### src/rtl/var_delay_buffer.sv
// Programmable delay line: data_out repeats data_in from (depth_q-1) enabled pushes earlier.
// Define BUFFER_VALID_EN to add in_valid/out_valid, delayed alongside the data.
module var_delay_buffer #(
   parameter int  NB        = 32,
   parameter int  MAX_DEPTH = 16,
   localparam int DW        = $clog2(MAX_DEPTH + 1)
) (
   input  logic          clk,
   input  logic          rst_n,
   input  logic          en,
   input  logic          depth_ld,
   input  logic [DW-1:0] depth,
   input  logic [NB-1:0] data_in,
   output logic [NB-1:0] data_out,
   output logic          primed
`ifdef BUFFER_VALID_EN
   ,
   input  logic          in_valid,
   output logic          out_valid
`endif
);

   localparam int PW = $clog2(MAX_DEPTH);

   logic [NB-1:0] mem [MAX_DEPTH];

   logic [DW-1:0] depth_q, depth_d;
   logic [DW-1:0] cnt_q, cnt_d;
   logic [PW-1:0] wr_ptr_q, wr_ptr_d;
   logic          primed_q, primed_d;
   logic [NB-1:0] data_out_q, data_out_d;

   logic [DW-1:0] depth_clamped;
   logic [PW-1:0] lag;
   logic [PW-1:0] rd_idx;
   logic [PW-1:0] ptr_inc;
   logic [DW-1:0] cnt_inc;
   logic          push;
   logic          fill_done;
   logic [NB-1:0] rd_word;

   assign push = en & ~depth_ld;

   always_comb begin
      depth_clamped = depth;
      if (depth == '0) begin
         depth_clamped = DW'(1);
      end else if (depth > DW'(MAX_DEPTH)) begin
         depth_clamped = DW'(MAX_DEPTH);
      end
   end

   // Oldest word still needed sits (depth_q-1) slots behind the write pointer, modulo MAX_DEPTH.
   // For power-of-two MAX_DEPTH the PW-bit cast of MAX_DEPTH is 0, which wraps correctly.
   always_comb begin
      lag = PW'(depth_q - DW'(1));
      if (wr_ptr_q >= lag) begin
         rd_idx = wr_ptr_q - lag;
      end else begin
         rd_idx = wr_ptr_q + (PW'(MAX_DEPTH) - lag);
      end
   end

   assign ptr_inc = (wr_ptr_q == PW'(MAX_DEPTH - 1)) ? '0 : wr_ptr_q + PW'(1);
   assign cnt_inc = (cnt_q < depth_q) ? cnt_q + DW'(1) : cnt_q;
   assign fill_done = primed_q | (cnt_inc == depth_q);

   // A lag of zero means the word being pushed right now, which is not yet in the array.
   assign rd_word = (depth_q == DW'(1)) ? data_in : mem[rd_idx];

   always_comb begin
      depth_d    = depth_q;
      cnt_d      = cnt_q;
      wr_ptr_d   = wr_ptr_q;
      primed_d   = primed_q;
      data_out_d = data_out_q;
      if (depth_ld) begin
         depth_d    = depth_clamped;
         cnt_d      = '0;
         wr_ptr_d   = '0;
         primed_d   = 1'b0;
         data_out_d = '0;
      end else if (en) begin
         wr_ptr_d   = ptr_inc;
         cnt_d      = cnt_inc;
         primed_d   = fill_done;
         data_out_d = fill_done ? rd_word : '0;
      end
   end

   always_ff @(posedge clk or negedge rst_n) begin
      if (!rst_n) begin
         depth_q    <= DW'(MAX_DEPTH);
         cnt_q      <= '0;
         wr_ptr_q   <= '0;
         primed_q   <= 1'b0;
         data_out_q <= '0;
      end else begin
         depth_q    <= depth_d;
         cnt_q      <= cnt_d;
         wr_ptr_q   <= wr_ptr_d;
         primed_q   <= primed_d;
         data_out_q <= data_out_d;
      end
   end

   // Storage is never reset; stale entries stay masked until primed.
   always_ff @(posedge clk) begin
      if (push) begin
         mem[wr_ptr_q] <= data_in;
      end
   end

   assign data_out = data_out_q;
   assign primed   = primed_q;

`ifdef BUFFER_VALID_EN
   logic [MAX_DEPTH-1:0] vmem;
   logic                 out_valid_q, out_valid_d;
   logic                 rd_valid;

   assign rd_valid = (depth_q == DW'(1)) ? in_valid : vmem[rd_idx];

   always_comb begin
      out_valid_d = out_valid_q;
      if (depth_ld) begin
         out_valid_d = 1'b0;
      end else if (en) begin
         out_valid_d = fill_done & rd_valid;
      end
   end

   always_ff @(posedge clk or negedge rst_n) begin
      if (!rst_n) begin
         out_valid_q <= 1'b0;
      end else begin
         out_valid_q <= out_valid_d;
      end
   end

   always_ff @(posedge clk) begin
      if (push) begin
         vmem[wr_ptr_q] <= in_valid;
      end
   end

   assign out_valid = out_valid_q;
`else
   // Valid tracking absent: no in_valid/out_valid ports and no valid storage.
`endif

endmodule

### config.mk
export PLATFORM = sky130hd
export DESIGN_NAME = var_delay_buffer
export DESIGN_NICKNAME = d
export VERILOG_FILES = /design/src/rtl/var_delay_buffer.sv
export SDC_FILE = /design/constraint.sdc
export NUM_CORES = 1
export LEC_CHECK = 0
export BUFFER_PORTS_ARGS = -buffer_cell sky130_fd_sc_hd__buf_2
export CELL_PAD_IN_SITES_DETAIL_PLACEMENT = 1
export CELL_PAD_IN_SITES_GLOBAL_PLACEMENT = 2
export CORE_MARGIN = 8
export CORE_UTILIZATION = 50
export CTS_BUF_LIST = sky130_fd_sc_hd__clkbuf_2 sky130_fd_sc_hd__clkbuf_4 sky130_fd_sc_hd__clkbuf_8
export DETAILED_ROUTE_END_ITERATION = 16
export PLACE_DENSITY_LB_ADDON = 0.1
export SETUP_SLACK_MARGIN = 0.3
export SYNTH_ARGS = -nofsm -noshare
export SYNTH_HDL_FRONTEND = slang
export SYNTH_SLANG_ARGS = --single-unit
### constraint.sdc
create_clock -name clk -period 3.8 [get_ports clk]
set_input_delay 0 -clock clk [delete_from_list [all_inputs] [get_ports clk]]
set_output_delay 0 -clock clk [all_outputs]
set_load 0.005 [all_outputs]
==> run_summary.xml <==
<?xml version="1.0" encoding="UTF-8"?>
<metrics>
  <group name="status">
    <metric name="run_status" unit="">finished, final reports clean</metric>
  </group>
  <group name="global_routing">
    <metric name="globalRouteOverflowTotal" unit="">0</metric>
    <metric name="grt_first_pass_wirelength" unit="µm">85000</metric>
    <metric name="grt_pass1_vias" unit="">13163</metric>
    <metric name="grt.total_usage" unit="%">22.7</metric>
    <metric name="grt_antenna_before_repair" unit="">1</metric>
    <metric name="largest_net_degree_at_the_start_of_global_routing" unit="">75</metric>
  </group>
  <group name="synthesis">
    <metric name="yosysTopAreaCell" unit="">edfxtp_1</metric>
    <metric name="yosysSeqAreaShare" unit="%">74.0</metric>
    <metric name="yosys-top-cells-count" unit="">edfxtp_1 (512), mux4_2 (128), nor2b_1 (70), clkbuf_1 (52), dfrtp_1 (46)</metric>
    <metric name="post_synth_num_cell_types" unit="">46</metric>
    <metric name="synth_fp_nets" unit="">1182</metric>
    <metric name="syn_avg_cell_area" unit="µm²">19.9</metric>
    <metric name="number_of_enable_type_register_cells_in_the_synthesized_netlist" unit="">512</metric>
    <metric name="netlist.area_leader.share" unit="%">68.8</metric>
    <metric name="synthArstFlopShare" unit="%">8.41</metric>
    <metric name="ys_top_cells_by_area" unit="">edfxtp_1 (69%), mux4_2 (13%), dfrtp_1 (5.1%)</metric>
    <metric name="netlist_instances" unit="">1126</metric>
    <metric name="ys.flop_type" unit="">edfxtp_1</metric>
    <metric name="ys_seq_elements" unit="">559</metric>
    <metric name="syn_area" unit="µm²">22400</metric>
    <metric name="post-synth-top-count-cell" unit="">edfxtp_1</metric>
    <metric name="synth_warnings" unit="">0</metric>
  </group>
  <group name="hold_path">
    <metric name="timing.hold.worst.class" unit="">input port to register</metric>
    <metric name="min_path_cells" unit="">2</metric>
  </group>
  <group name="timing">
    <metric name="setup-tns-final" unit="ps">0</metric>
    <metric name="slew_viol_final" unit="">0</metric>
    <metric name="rsz0062_at_grt" unit="">false</metric>
    <metric name="worst_slack" unit="ps">350</metric>
    <metric name="layout_min_cycle_time" unit="ps">3450</metric>
    <metric name="period_utilization_post_route" unit="%">90.8</metric>
    <metric name="worst_pin_slew" unit="ps">1060</metric>
    <metric name="holdWs" unit="ps">278</metric>
    <metric name="final-setup-viol-count" unit="">0</metric>
    <metric name="report.final.hold_viol_count" unit="">0</metric>
    <metric name="max-slew-margin-rel" unit="%">29.2</metric>
    <metric name="max_freq" unit="MHz">290</metric>
    <metric name="finClkSkew" unit="ps">29.4</metric>
  </group>
  <group name="worst_setup_path">
    <metric name="critPathKind" unit="">register to register</metric>
    <metric name="setup.worst_path.end_class" unit="">register</metric>
    <metric name="crit_chain" unit="">inv_2 &gt; ha_1 &gt; inv_1 &gt; fa_4 &gt; buf_12 &gt; bufbuf_16 &gt; mux4_2 &gt; a2111oi_0 &gt; o31ai_1 &gt; a32o_1</metric>
    <metric name="critical_path.n_buffers_inverters" unit="">4</metric>
    <metric name="required" unit="ps">4340</metric>
    <metric name="path_max_fanout" unit="">11</metric>
    <metric name="path_delay_family" unit="">adder cells</metric>
    <metric name="cell_with_the_largest_stage_delay_on_the_worst_path" unit="">fa_4</metric>
    <metric name="cpPeakStageDelay" unit="ps">820</metric>
    <metric name="worstRegToRegCells" unit="">10</metric>
    <metric name="critical_path_source_type" unit="">register</metric>
    <metric name="cp.arrival" unit="ps">3990</metric>
    <metric name="critical_path_depth" unit="">10</metric>
  </group>
  <group name="final_layout">
    <metric name="num-nets-final" unit="">1399</metric>
    <metric name="insertedDiodeCount" unit="">0</metric>
    <metric name="final_cell_count_no_fill" unit="">2008</metric>
    <metric name="register_area" unit="µm²">16600</metric>
    <metric name="final_core_util" unit="%">59.9</metric>
    <metric name="final.fill_count" unit="">3799</metric>
    <metric name="area_growth" unit="%">18.5</metric>
    <metric name="postLayoutCellArea" unit="µm²">26500</metric>
    <metric name="final_layout_size_suffix_gt1_share" unit="%">33.3</metric>
    <metric name="multi_input_area" unit="µm²">5630</metric>
  </group>
  <group name="place">
    <metric name="placement_stage_worst_setup_slack" unit="ps">71.1</metric>
    <metric name="gpl.final_weighted_congestion" unit="">0.733</metric>
    <metric name="numPortBuffers" unit="">73</metric>
    <metric name="numPlacedInstances" unit="">1779</metric>
    <metric name="dpl.hpwl" unit="µm">32100</metric>
    <metric name="detailed_place.area" unit="µm²">23900</metric>
  </group>
  <group name="clock_tree">
    <metric name="worstSkewPairLatency" unit="ps">670</metric>
    <metric name="root_buffer" unit="">clkbuf_8</metric>
    <metric name="cts_buffer_depth" unit="">3</metric>
    <metric name="cts_sink_cnt" unit="">559</metric>
    <metric name="cts-htree-levels" unit="">3</metric>
    <metric name="cts_inserted_buffers" unit="">91</metric>
    <metric name="tritoncts" unit="">done</metric>
    <metric name="clk_pin_slew" unit="ps">60</metric>
  </group>
  <group name="die">
    <metric name="die_height" unit="µm">227</metric>
    <metric name="coreArea" unit="µm²">44200</metric>
    <metric name="placementRows" unit="">77</metric>
    <metric name="die_area" unit="µm²">51700</metric>
    <metric name="num_io_pins" unit="">74</metric>
    <metric name="die_span_x" unit="µm">227</metric>
    <metric name="initial_core_util" unit="%">50.6</metric>
  </group>
  <group name="route">
    <metric name="drcViolationCount" unit="">0</metric>
    <metric name="number_of_design_rule_violations_left_by_the_first_detailed_router_iteration" unit="">936</metric>
    <metric name="drt_wl_total" unit="µm">57700</metric>
    <metric name="avgRoutedWirePerCell" unit="µm">28.7</metric>
    <metric name="vias_per_cell" unit="">6.04</metric>
    <metric name="vias" unit="">12119</metric>
    <metric name="ant_nets" unit="">0</metric>
    <metric name="first_pass_iters" unit="">4</metric>
  </group>
  <group name="power_and_ir_drop">
    <metric name="power.ir.vdd_worst" unit="µV">351</metric>
    <metric name="p_total" unit="mW">14.8</metric>
    <metric name="p_leak" unit="nW">8.89</metric>
    <metric name="power_per_cell_area" unit="nW/µm²">559</metric>
  </group>
  <group name="run">
    <metric name="timing.max_cap.violations" unit="">0</metric>
  </group>
</metrics>
[path summary, 6_finish.rpt]
check	startpoint	slack [ps]	to
max in group asynchronous	rst_n	2810	data_out[17]
worst max-delay path	depth_q[1]	350	data_out[12]
worst min-delay path	data_in[21]	280	mem[6][21]
min in group asynchronous	rst_n	470	depth_q[4]
worst min register to register	data_out[26]	490	data_out[26]
worst max register to register	depth_q[1]	350	data_out[12]
[layer usage]
| layer | wire length, µm | track usage (%) | part of all wire [%] | vias up |
|---|---|---|---|---|
| met4 | 1390 | 6.97 | 2.4 | 2 |
| met5 | 13 | 0 | 0.023 | - |
| met2 | 29000 | 38.3 | 50 | 351 |
| li1 | - | - | - | 5165 |
| met3 | 2890 | 4.42 | 5.0 | 111 |
| met1 | 24400 | 29.7 | 42 | 6490 |
[cells by family after synthesis]
kind of cell	share of synthesized area (%)
flip-flops	74.0
AND/OR/NAND/NOR	3.98
AO/OA/AOI/OAI	5.86
multiplexers	13.0
buffers and inverters	1.66
XOR/XNOR	0.621
adder cells (fa/ha/maj)	0.873
[cells in the final DEF (no fill, tap or decap), drive strengths merged, types with 2 or more instances in the layout]
cell type    instances
a21oi                7
dfrtp               46
or3                  2
dlygate4sd3         51
ha                  14
a32o                32
nand3                6
buf                144
nor3                 4
a2111oi             32
mux2i                2
xnor2               10
nor2b               70
and2                16
o21a                 2
edfxtp             512
o21ai               15
nand2b               3
o31ai               33
mux4               128
clkbuf             135
nand2               44
inv                  9
clkinv              31
a221oi              33
nor4                 2
xor2                 5
bufbuf               2
nor2                10
[registers in the layout (all words and copies together) (netlist names)]
register	cells
mem	512
depth_q	5
wr_ptr_q	4
primed	1
data_out	32
cnt_q	5
[where the power goes]
group / switching [mW] / internal [mW] / total [mW]
combinational: 1.48 / 1.34 / 2.81
sequential: 0.0455 / 6.79 / 6.83
clock: 2.34 / 2.84 / 5.18
[layout make-up]
| cell class | count | area share (%) |
|---|---|---|
| sequential | 559 | 62.5 |
| multi-input combinational | 483 | 21.3 |
| timing repair buffer | 199 | 6.51 |
| clock buffer | 133 | 6.22 |
| tap | 592 | 2.79 |
| clock inverter | 33 | 0.637 |
| inverter | 9 | 0.127 |
[timing repair]
action | CTS | global route
cloned | 2 | 2
pin swaps | 2 | 3
hold buffers | 52 | 0
setup buffers | 3 | 4
endpoints found under the setup margin | 23 | 31
endpoints found under the hold margin | 579 | 0
resized for setup | 13 | 29
No activity file was read; power rests on OpenSTA's default activity.
